### src/rtl/syn_md_decoder.sv
// SYN_MD receive decoder: synchronises and deglitches the pulse train, measures
// period/high width in clkin ticks and tracks lock / loss-of-sync status.
module syn_md_decoder #(
    parameter int CNT_W   = 16,
    parameter int FILT    = 3,
    parameter int TIMEOUT = 50000,
    parameter int TOL     = 4,
    parameter int LOCK_N  = 4
) (
    input  logic             clkin,
    input  logic             rst_n,
    input  logic             syn_md_in,
    input  logic             en,
    output logic [CNT_W-1:0] period,
    output logic [CNT_W-1:0] high_w,
    output logic             meas_valid,
    output logic             sync_lock,
    output logic             sync_lost
);
    typedef enum logic [1:0] {IDLE, FIRST, HIGH, LOW} state_t;

    localparam int                LCK_W   = $clog2(LOCK_N + 1);
    localparam logic [CNT_W-1:0]  CNT_MAX = '1;
    localparam logic [CNT_W-1:0]  TO_VAL  = CNT_W'(TIMEOUT);
    localparam logic [LCK_W-1:0]  LOCK_V  = LCK_W'(LOCK_N);
    localparam logic [CNT_W:0]    TOL_V   = (CNT_W + 1)'(TOL);

    state_t            state, state_nxt;
    logic              s1, s2, filt, filt_d;
    logic [3:0]        filt_cnt;
    logic              rise, fall, timeout_hit, in_tol;
    logic              latch_hw, latch_meas;
    logic [CNT_W-1:0]  cnt, hw_tmp;
    logic [CNT_W:0]    diff;
    logic [LCK_W-1:0]  lock_cnt;
    logic              first_meas, meas_ok, lost_r;

    // Synchroniser and glitch filter: filt follows s2 only after FILT agreeing cycles.
    always_ff @(posedge clkin or negedge rst_n) begin
        if (!rst_n) begin
            s1       <= 1'b0;
            s2       <= 1'b0;
            filt     <= 1'b0;
            filt_d   <= 1'b0;
            filt_cnt <= '0;
        end else begin
            s1     <= syn_md_in;
            s2     <= s1;
            filt_d <= filt;
            if (s2 != filt) begin
                if (filt_cnt == 4'(FILT - 1)) begin
                    filt     <= s2;
                    filt_cnt <= '0;
                end else begin
                    filt_cnt <= filt_cnt + 4'd1;
                end
            end else begin
                filt_cnt <= '0;
            end
        end
    end

    assign rise        = filt & ~filt_d;
    assign fall        = ~filt & filt_d;
    assign timeout_hit = en && (state == HIGH || state == LOW) && (cnt == TO_VAL || cnt == CNT_MAX);
    assign diff        = (cnt >= period) ? ({1'b0, cnt} - {1'b0, period})
                                         : ({1'b0, period} - {1'b0, cnt});
    assign in_tol      = diff <= TOL_V;

    always_ff @(posedge clkin or negedge rst_n) begin
        if (!rst_n) state <= IDLE;
        else        state <= state_nxt;
    end

    always_comb begin
        state_nxt  = state;
        latch_hw   = 1'b0;
        latch_meas = 1'b0;
        if (!en) begin
            state_nxt = IDLE;
        end else begin
            case (state)
                IDLE:  state_nxt = FIRST;
                FIRST: if (rise) state_nxt = HIGH;
                HIGH: begin
                    if (timeout_hit) state_nxt = FIRST;
                    else if (rise)   state_nxt = HIGH;
                    else if (fall) begin
                        latch_hw  = 1'b1;
                        state_nxt = LOW;
                    end
                end
                LOW: begin
                    if (timeout_hit) state_nxt = FIRST;
                    else if (rise) begin
                        latch_meas = 1'b1;
                        state_nxt  = HIGH;
                    end
                end
                default: state_nxt = IDLE;
            endcase
        end
    end

    always_ff @(posedge clkin or negedge rst_n) begin
        if (!rst_n) begin
            cnt        <= '0;
            hw_tmp     <= '0;
            period     <= '0;
            high_w     <= '0;
            meas_valid <= 1'b0;
            meas_ok    <= 1'b0;
            first_meas <= 1'b0;
            lock_cnt   <= '0;
            lost_r     <= 1'b0;
        end else begin
            if (state == IDLE)        cnt <= '0;
            else if (rise)            cnt <= CNT_W'(1);
            else if (cnt != CNT_MAX)  cnt <= cnt + CNT_W'(1);

            meas_valid <= latch_meas;
            if (latch_hw) hw_tmp <= cnt;
            if (state == IDLE || state == FIRST) first_meas <= 1'b1;
            // Consistency is judged against the previous period before it is overwritten.
            if (latch_meas) begin
                period     <= cnt;
                high_w     <= hw_tmp;
                meas_ok    <= !first_meas && in_tol;
                first_meas <= 1'b0;
                lost_r     <= 1'b0;
            end
            if (timeout_hit) lost_r <= 1'b1;

            if (!en || timeout_hit)  lock_cnt <= '0;
            else if (meas_valid)     lock_cnt <= !meas_ok ? LCK_W'(1)
                                               : (lock_cnt == LOCK_V) ? lock_cnt
                                               : lock_cnt + LCK_W'(1);
        end
    end

    assign sync_lock = (lock_cnt == LOCK_V) && !timeout_hit;
    assign sync_lost = lost_r || timeout_hit;
endmodule

### config.mk
export PLATFORM = sky130hd
export DESIGN_NAME = syn_md_decoder
export DESIGN_NICKNAME = d
export VERILOG_FILES = /design/src/rtl/syn_md_decoder.sv
export SDC_FILE = /design/constraint.sdc
export NUM_CORES = 1
export LEC_CHECK = 0
export BUFFER_PORTS_ARGS = -buffer_cell sky130_fd_sc_hd__buf_2
export CAP_MARGIN = 25
export CORE_MARGIN = 4
export CORE_UTILIZATION = 35
export CTS_CLUSTER_SIZE = 10
export DETAILED_ROUTE_END_ITERATION = 10
export HOLD_SLACK_MARGIN = 0.08
export PLACE_DENSITY = 0.55
export SLEW_MARGIN = 20
export SYNTH_ARGS = -nofsm -noshare
export SYNTH_HDL_FRONTEND = slang
export SYNTH_SLANG_ARGS = --single-unit
### constraint.sdc
create_clock -name clkin -period 4.3 [get_ports clkin]
set_clock_uncertainty 0.2 [all_clocks]
set_input_delay 0 -clock clkin [delete_from_list [all_inputs] [get_ports clkin]]
set_output_delay 0 -clock clkin [all_outputs]
set_load 0.01 [all_outputs]
==> impl_metrics.tcl <==
set metrics [dict create \
    fp.dieW_um 127.3 \
    rows 43 \
    r2r_cells 10 \
    initial_core_util_pct 35.87 \
    cp-startpoint "cnt[4]" \
    synth-main-ff-cell "dfrtp_1" \
    core_um2 13880 \
    seqPwrFrac_pct 32.0 \
    regToRegSetupSlack_ns 0.67 \
    ys_seq_elements 81 \
    worstSkewPairLatency_ns 0.35 \
    clk_pin_slew_ns 0.07 \
    hold_violations 0 \
    grt_start_max_net_pins 82 \
    drive_gt1_share_pct 15.35 \
    critPathKind "register to register" \
    hp-class "primary input to async pin" \
    avgSynthCellArea_um2 8.987 \
    setup_violations 0 \
    tightest_slew_ns 0.9184 \
    drcViolationCount 0 \
    pwr-share-clk_pct 28.0 \
    whs_ns 0.04552 \
    crit_arrival_ns 3.70 \
    seq_area_frac_synth_pct 40.71 \
    n_antenna_cell 0 \
    endpoint "meas_ok" \
    yosys_warnings 0 \
    post-route-min-period_ns 3.633 \
    ys_types 61 \
    drtIter0Drc 276 \
    gr-usage-all-layers_pct 16.70 \
    synth.most_common_cell "dfrtp_1" \
    switchingPower_w 0.001050 \
    overflow 0 \
    drv_cap 0 \
    yosysTopAreaCell "dfrtp_1" \
    place_congestion 0.9032 \
    outcome "finished clean" \
    post_cts_resized 0 \
    p_sw_share_pct 39.06 \
    max_freq_mhz 275.3 \
    synthTopCellsByCount "dfrtp_1, nand2_1, o21ai_0" \
    hold_buffers 4 \
    dieHeight_um 127.3 \
    drt-total-wl_um 12950 \
    fp.dieArea_um2 16200 \
    p_comb_share_pct 40.0 \
    grt_setup_unrepaired "false" \
    io_pins 39 \
    syn_area_um2 4979 \
    slew_viol_final 0 \
    grt_pass1_vias 4007 \
    io_buffer_count 38 \
    async_flop_share_pct 100.0 \
    syn_inst 554 \
    synth_edf_count 0 \
    antenna_found_initial 0 \
    crit_fanout 7 \
    clockBufferDepth 2 \
    ant_nets 0 \
    vias 4086 \
    period_share_pct 84.48 \
    stdcell_area_um2 5663 \
    crit_required_ns 4.37 \
    area_delta_synth_final_pct 13.75 \
    cts_tree "done" \
    dp_hpwl_um 9673 \
    worst_r2r_startpoint "cnt[4]" \
    synth_top_cell_area_share_pct 40.71 \
    place_area_um2 5334 \
    dr.pass1.iters 5 \
    h-tree-depth 3 \
    start_kind "register" \
    finalSetupTns_ns 0 \
    nets 630 \
    cts_sinks 81 \
    cts_root_buf "clkbuf_16" \
    worstReg2RegEnd "meas_ok" \
    cts_buffers 9 \
    wl_per_cell_um 16.76 \
    avgViaCountPerCell 5.286 \
    synth_fp_nets 596 \
    p_int_w 0.001639 \
    p_leak_nw 2.640 \
    synthTopCellsByArea "dfrtp_1, ha_1, nand2_1" \
    grt_pass1_wl_um 21450 \
    slew_headroom_pct 37.97 \
    ir_drop_mv 0.2468 \
    endpoint_kind "register" \
    powerDensity_nw_per_um2 474.9 \
    post_cts_buffers 0 \
]
[final cells by class]
cell class | instances | area (um2)
fill | 1402 | 8218
multi-input combinational | 409 | 2701
sequential | 81 | 2027
timing repair buffer | 47 | 274.0
clock buffer | 9 | 225.2
tap | 180 | 225.2
inverter | 40 | 150.1
clock inverter | 7 | 60.06
[cells by family after synthesis]
logic type	Yosys count	synth area share, %
AND/OR/NAND/NOR	185	17.54
AO/OA/AOI/OAI	145	18.97
flip-flops	81	40.71
buffers and inverters	64	5.051
adder cells (fa/ha/maj)	38	9.550
XOR/XNOR	21	3.694
multiplexers	20	4.473
[power by group through the flow]
stage | sequential, W | combinational [W] | clock, W
4_1_cts | 0.000862 | 0.00107 | 0.000778
6_report | 0.000862 | 0.00108 | 0.000752
5_1_grt | 0.000870 | 0.00119 | 0.000807
3_3_place_gp | 0.000873 | 0.00107 | 0
3_5_place_dp | 0.000876 | 0.00106 | 0
2_1_floorplan | 0.000863 | 0.000794 | 0
[through the flow]
step | setup WS, ns | util [%] | std cells | total power [W]
after global placement | 0.7382 | 38.43 | 753 | 0.001948
after CTS | 0.6611 | 40.77 | 773 | 0.002706
final | 0.6675 | 40.80 | 773 | 0.002689
after global routing | 0.4558 | 40.80 | 773 | 0.002871
after floorplan | 0.9745 | - | 554 | 0.001657
after detailed placement | 0.6974 | 38.43 | 753 | 0.001934
[state kept, by name, summed over array words and instances, names as in the netlist]
signal	count
meas_ok	1
s2	1
first_meas	1
lost_r	1
high_w	16
s1	1
period	16
hw_tmp	16
filt_cnt	4
state	2
meas_valid	1
filt_d	1
cnt	16
lock_cnt	3
filt	1
[worst max-delay path, cell delays in order (launching register included)]
cell	delay, ns
dfrtp_1	0.47
ha_1	0.40
and3_1	0.23
o21ai_1	0.25
a211oi_1	0.20
o31ai_4	0.40
nand2_2	0.18
or4b_1	0.60
a221oi_2	0.28
o2111ai_1	0.14
o31ai_2	0.19
[cells in the final DEF (no fill, tap or decap), drive strengths merged, types with 6 or more instances in the layout]
| cell | count |
|---|---|
| nand4 | 13 |
| clkbuf | 9 |
| nor3 | 10 |
| or3 | 6 |
| nand3 | 14 |
| xnor2 | 14 |
| a21oi | 29 |
| nand2 | 70 |
| a31oi | 10 |
| mux2 | 18 |
| ha | 38 |
| inv | 43 |
| a21o | 9 |
| xor2 | 7 |
| and3 | 7 |
| buf | 43 |
| o21ai | 55 |
| dfrtp | 81 |
| nor2b | 7 |
| nor2 | 39 |
[per-layer routing]
layer / track usage [%] / up-vias / routed length (um)
met5: 0 / - / 0
met3: 2.968 / 18 / 466
met2: 26.48 / 98 / 6013
met1: 23.34 / 1947 / 6264
met4: 5.110 / 0 / 209
li1: - / 2023 / -
[worst min-delay path by stage]
stage                     slack, ns       from          end  cells after the start
after floorplan               -0.50      rst_n       cnt[0]                      0
after global placement        -0.09  syn_md_in           s1                      1
after detailed placement      -0.09  syn_md_in           s1                      1
after CTS                      0.15         s1           s2                      0
after global routing           0.12      rst_n  lock_cnt[1]                      2
final                          0.05      rst_n  lock_cnt[1]                      2
(Power assumes the default switching activity.)
